===== config.mk =====
export PLATFORM = sky130hd
export DESIGN_NAME = pc_sequencer
export DESIGN_NICKNAME = d
export VERILOG_FILES = /design/src/rtl/pc_sequencer.sv
export SDC_FILE = /design/constraint.sdc
export NUM_CORES = 1
export LEC_CHECK = 0
export ABC_AREA = 0
export CAP_MARGIN = 20
export CORE_MARGIN = 2
export CORE_UTILIZATION = 38
export CTS_CLUSTER_DIAMETER = 150
export CTS_CLUSTER_SIZE = 14
export DETAILED_ROUTE_END_ITERATION = 16
export PLACE_DENSITY = 0.89
export REMOVE_ABC_BUFFERS = 1
export SYNTH_ARGS = -nofsm -noshare
export SYNTH_HDL_FRONTEND = slang
export SYNTH_SLANG_ARGS = --single-unit

===== constraint.sdc =====
create_clock -name clk -period 2.45 [get_ports clk]
set_clock_uncertainty 0.15 [all_clocks]
set_input_delay 0.735 -clock clk [delete_from_list [all_inputs] [get_ports clk]]
set_output_delay 0.735 -clock clk [all_outputs]
set_load 0.02 [all_outputs]

===== src/rtl/pc_sequencer.sv =====
// Fetch-stage program counter: picks the next PC from sequential, branch, jump,
// jump-register, exception and eret sources, with stall, halt/resume and EPC.
module pc_sequencer #(
  parameter int                N_BIT        = 32,
  parameter int                INSTR_BYTES  = 4,
  parameter logic [N_BIT-1:0]  RESET_VECTOR = '0,
  parameter logic [N_BIT-1:0]  EXC_VECTOR   = N_BIT'(32'h0000_0180)
) (
  input  logic             clk,
  input  logic             reset,
  input  logic             stall,
  input  logic             branch_taken,
  input  logic [N_BIT-1:0] branch_target,
  input  logic             jump,
  input  logic [N_BIT-1:0] jump_target,
  input  logic             jump_reg,
  input  logic [N_BIT-1:0] jr_target,
  input  logic             exc_req,
  input  logic             eret,
  input  logic             halt_req,
  input  logic             resume,
  output logic [N_BIT-1:0] pc,
  output logic [N_BIT-1:0] pc_plus,
  output logic             pc_valid,
  output logic [N_BIT-1:0] epc,
  output logic             misaligned_exc,
  output logic [1:0]       state
);

  typedef enum logic [1:0] {BOOT = 2'd0, RUN = 2'd1, HALT = 2'd2, SPARE = 2'd3} state_t;

  typedef struct packed {
    logic             vld;
    logic [N_BIT-1:0] tgt;
  } redir_t;

  // Mask form keeps INSTR_BYTES=1 legal (no zero-width slice).
  localparam logic [N_BIT-1:0] ALIGN_MASK = N_BIT'(INSTR_BYTES - 1);
  localparam logic [N_BIT-1:0] STEP       = N_BIT'(INSTR_BYTES);

  state_t           st_q, st_d;
  logic [N_BIT-1:0] pc_d, epc_d;
  logic             mis_d;
  redir_t           redir;
  logic             redir_bad;

  assign pc_plus = pc + STEP;
  assign state   = st_q;

  always_comb begin
    redir = '0;
    if (jump_reg)          redir = '{vld: 1'b1, tgt: jr_target};
    else if (jump)         redir = '{vld: 1'b1, tgt: jump_target};
    else if (branch_taken) redir = '{vld: 1'b1, tgt: branch_target};
  end

  assign redir_bad = redir.vld && (|(redir.tgt & ALIGN_MASK));

  always_comb begin
    st_d     = st_q;
    pc_d     = pc;
    epc_d    = epc;
    mis_d    = 1'b0;
    pc_valid = 1'b0;
    case (st_q)
      BOOT: begin
        st_d = RUN;
        pc_d = RESET_VECTOR;
      end
      RUN: begin
        pc_valid = ~stall;
        if (exc_req) begin
          pc_d  = EXC_VECTOR;
          epc_d = pc;
        end else if (eret) begin
          pc_d = epc;
        end else if (halt_req) begin
          st_d = HALT;
        end else if (stall) begin
          pc_d = pc;
        end else if (redir_bad) begin
          // Misaligned redirect is dropped and converted into an exception.
          pc_d  = EXC_VECTOR;
          epc_d = pc;
          mis_d = 1'b1;
        end else if (redir.vld) begin
          pc_d = redir.tgt;
        end else begin
          pc_d = pc_plus;
        end
      end
      HALT: begin
        if (exc_req) begin
          st_d  = RUN;
          pc_d  = EXC_VECTOR;
          epc_d = pc;
        end else if (resume) begin
          st_d = RUN;
        end
      end
      default: st_d = BOOT;
    endcase
  end

  always_ff @(posedge clk) begin
    if (reset) begin
      st_q           <= BOOT;
      pc             <= RESET_VECTOR;
      epc            <= '0;
      misaligned_exc <= 1'b0;
    end else begin
      st_q           <= st_d;
      pc             <= pc_d;
      epc            <= epc_d;
      misaligned_exc <= mis_d;
    end
  end

endmodule


## After elaboration in Yosys (flattened, before gate mapping)

Cells that the tools add are included.

| cells by class | value |
|---|---|
| $add $sub $neg | 1 |
| multiply operators | 0 |
| divide/modulo/power cells | 0 |
| magnitude comparators | 0 |
| eq/ne operators | 13 |
| shifts and indexed selects | 0 |
| multiplexer cells | 26 |
| bitwise operators | 2 |
| reduce and logical (&&, ||, !) cells | 9 |

Operator list:

| cell | number |
|---|---|
| $mux 32 | 13 |
| $mux 33 | 3 |
| $pmux 32 s3 | 1 |
| $pmux 32 s2 | 1 |
| $add 32x3->32 const B | 1 |
| $ne 3x3->1 const B | 5 |
| $mux 2 | 5 |
| $ne 2x2->1 const B | 4 |
| $ne 4x4->1 const B | 2 |
| $reduce_and 4->1 | 2 |
| $pmux 2 s3 | 1 |
| $reduce_and 6->1 | 1 |
| $reduce_or 6->1 | 1 |
| $reduce_bool 3->1 | 1 |
| $eq 2x1->1 const B | 1 |
| $eq 2x2->1 const B | 1 |
| $logic_not 2->1 | 1 |
| $mux 1 | 2 |
| $not 1->1 | 2 |
| $reduce_bool 2->1 | 1 |
| $reduce_or 2->1 | 1 |
| $logic_and 1x1->1 | 1 |

| storage, ports and cells | value |
|---|---|
| register bits | 67 |
| latch bits | 0 |
| RAM bits | 0 |
| bits in read-only memories | 0 |
| input bits | 106 |
| output and inout bits | 100 |
| logic and storage cells | 55 |
| memories kept | 0 |

## Depth between registers and ports, before layout

| logic depth | value |
|---|---|
| word-level depth | 11 |
| mapped depth | 10 |
| gate-level depth less buffers | 8 |

## Worst setup path after synthesis

Ideal clock, no wire load.

| timing | value |
|---|---|
| kind | register -> output |
| start point | reg pc[2] |
| end point | out pc_plus[22] |
| arrival | 1797 ps |
| path slack | -232 ps |
| stages on the path, launching flop included | 7 |
| path buffers | 0 |
| cell sequence | dfxtp_1 -> ha_1 -> inv_1 -> nor2_1 -> nand3_2 -> nor2_1 -> xor2_1 |

| on the way | value |
|---|---|
| word-level cells in the longest chain between the ends | 1 |

RTL lines:

| item | RTL line | text |
|---|---|---|
| from (decl) | 22 | `output logic [N_BIT-1:0] pc,` |
| from (signal assigned) | 113 | `pc <= pc_d;` |
| $add 32x3->32 | 47 | `assign pc_plus = pc + STEP;` |
| to (decl) | 23 | `output logic [N_BIT-1:0] pc_plus,` |

Every way passes these cells.

## Worst setup path after layout

| timing | value |
|---|---|
| start point | reg pc[8] |
| end point | out pc_plus[30] |

The elaborated chain is that of the path after synthesis.

==> reports/results.tsv <==
metric	value	unit
end_kind	output pin	
required	1.56	ns
rsz0062_at_grt	true	
wire_per_inst	24.4	um
wl	26000	um
firstDrtPassIters	8	
timing.final.hold_violations	0	
syn_inst	577	
drc	0	
overflow	0	
setup_slack	-0.427	ns
grt_pass1_wl	33700	um
io_buffers	205	
grt_max_degree	48	
htree_levels	3	
synth_edf_count	0	
cts.reportedPaths.clkPinSlew	0.06	ns
timing.setup.tns	-9.08	ns
via_per_inst	6.35	
syn_avg_cell_area	7.43	um^2
slew_headroom	0.595	
vias	6771	
p_leak	3.72	nW
powerDensity	359	mW/mm^2
final-max-slew-violation-count	0	
critical_path_class	flip-flop to output pin	
area_growth	107	%
synth_seq_cells	67	
ios	206	
fmax	348	MHz
die_x	110	um
cp-start-kind	flip-flop	
clock-sinks	67	
mostFrequentLayoutCells	162 x buf_4, 158 x clkdlybuf4s50_1, 106 x nand2_1	
stdcell_count	1067	
stdcell_area	0.00887	mm^2
drtAntennaViolNets	0	
cts-root-buf	clkbuf_16	
use_met2	0.613	
design.die.area	0.0122	mm^2
synth_area	0.00429	mm^2
gp_congestion	0.890	
async_reset_ff_frac	0	
finalPower	3.19	mW
cts_buffer_depth	2	
hp-class	flip-flop to flip-flop	
antenna_found_initial	0	
grt_pass1_vias	6321	
cap_viol_max_count	0	
ir_worst_vdd	0.000422	V
final_common_cell	buf_4	
ys_seq_area_frac	0.313	
hold_buffers	0	
pre_cts_ws	-0.515	ns
cp_cell_sequence	nand3_4 -> nor4_4 -> buf_6 -> nand4_1 -> xnor2_2 -> buf_4	
setup_viol	60	
chipHeight	110	um
place_area	0.00732	mm^2
period_minus_slack	2.88	ns
worstMarginPinSlew	0.608	ns
synth-main-ff-cell	dfxtp_1	
initial_utilization	0.392	
clkLatencyLatePin	0.33	ns
slowest_stage	dfxtp_2	
ff2ff_setup_slack	-0.03	ns
dp.cells	1003	
cts_tree	yes	
violations	setup timing	
synth_cell_types	62	
grt.total_usage	0.367	
critPathTopFamily	simple AND/OR/NAND/NOR gates	
drt_iter0_drc	851	
crit_buf_inv	2	
max_stage_delay	0.41	ns
grt_use_met3	0.0929	
row_count	38	
period_share	1.17	
cts-buffers-inserted	9	
n_antenna_cell	0	
dp_hpwl	13500	um
drive_gt1_frac	0.376	
grt_util_met1	0.405	
critical_path_arrival	1.99	ns
status	finished, violations left	
ys_warn_count	0	
core_area	0.0109	mm^2
worstPathMaxFanout	7	
grt-busiest-layer	met2	
nNetsFinal	1035	
## tightest hold or removal path: cells and delay by family (launching register included)
kind / cells / cell delay, ns
flip-flops: 1 / 0.32
AND/OR/NAND/NOR: 1 / 0.06
AO/OA/AOI/OAI: 1 / 0.05
## state kept, by name, indices dropped and copies added (netlist names)
name	cells
epc	32
pc	32
state	2
misaligned_exc	1
## cell families after synthesis
group / Yosys count / share of synthesized area
adders and majority gates: 5 / 0.0146
buffers and inverters: 59 / 0.0633
AOI/OAI and AO/OA: 196 / 0.305
and+or+nand+nor: 220 / 0.243
xor gates and xnor gates: 28 / 0.0572
DFF: 67 / 0.313
muxes: 2 / 0.00467
## Yosys cell counts, types with 3 or more instances
master     count  area share
a211oi_1       7       0.012
a21oi_1       52       0.061
a221o_1        4      0.0093
a221oi_1       3      0.0061
a22oi_1       35       0.061
and3_1         5      0.0073
buf_2         16       0.019
buf_6          3      0.0079
clkbuf_1      28       0.025
dfxtp_1       67        0.31
ha_1           5       0.015
inv_1          8      0.0070
nand2_1      116        0.10
nand2b_1       3      0.0044
nand3_1       20       0.023
nand3_2        3      0.0070
nand4_1        8       0.012
nor2_1        29       0.025
nor2b_1        7       0.010
nor3_1        12       0.014
nor3_2         3      0.0070
o2111ai_1      4      0.0082
o211ai_1       9       0.016
o21ai_0       28       0.033
o21ai_1        6      0.0070
o21bai_1       3      0.0053
o22ai_1       20       0.029
xnor2_1       17       0.035
xor2_1        11       0.022
## what timing repair did
action                                  4_1_cts  5_1_grt
endpoints found under the setup margin       90       92
resized for setup                           250      110
buffers inserted                             24       25
cloned                                        7        0
pin swaps                                    34       37
## through the flow
step,util,hold WS [ns]
floorplan,-,0.390
detailed placement,0.670,0.313
finish,0.811,0.324
global route,0.811,0.343
global placement,0.670,0.308
CTS,0.757,0.322
## final timing paths
check / startpoint / to / depth (start not counted)
max: pc[8] / pc_plus[30] / 6
min: epc[2] / epc[2] / 2
max reg2reg: state[0] / epc[10] / 11
min reg2reg: epc[2] / epc[2] / 2
## routing by layer
| metal | up-vias | wire, um |
|---|---|---|
| met5 | - | 0 |
| met4 | 0 | 2080 |
| met3 | 199 | 3050 |
| met2 | 673 | 12100 |
| met1 | 3099 | 8750 |
| li1 | 2800 | - |
## final cells by class
class	instances	area, um^2
Clock inverter	2	12.5
Sequential cell	67	1380
Clock buffer	12	256
Fill cell	551	2070
Inverter	9	33.8
Tap cell	140	175
Multi-Input combinational cell	451	3400
Timing Repair Buffer	386	3610
## where the power goes
group          total, mW  switching (mW)  internal [mW]
Combinational      0.849           0.427          0.422
Sequential          1.10         0.00874           1.09
Clock               1.24           0.507          0.728
Power figures use the tool's default switching activity.
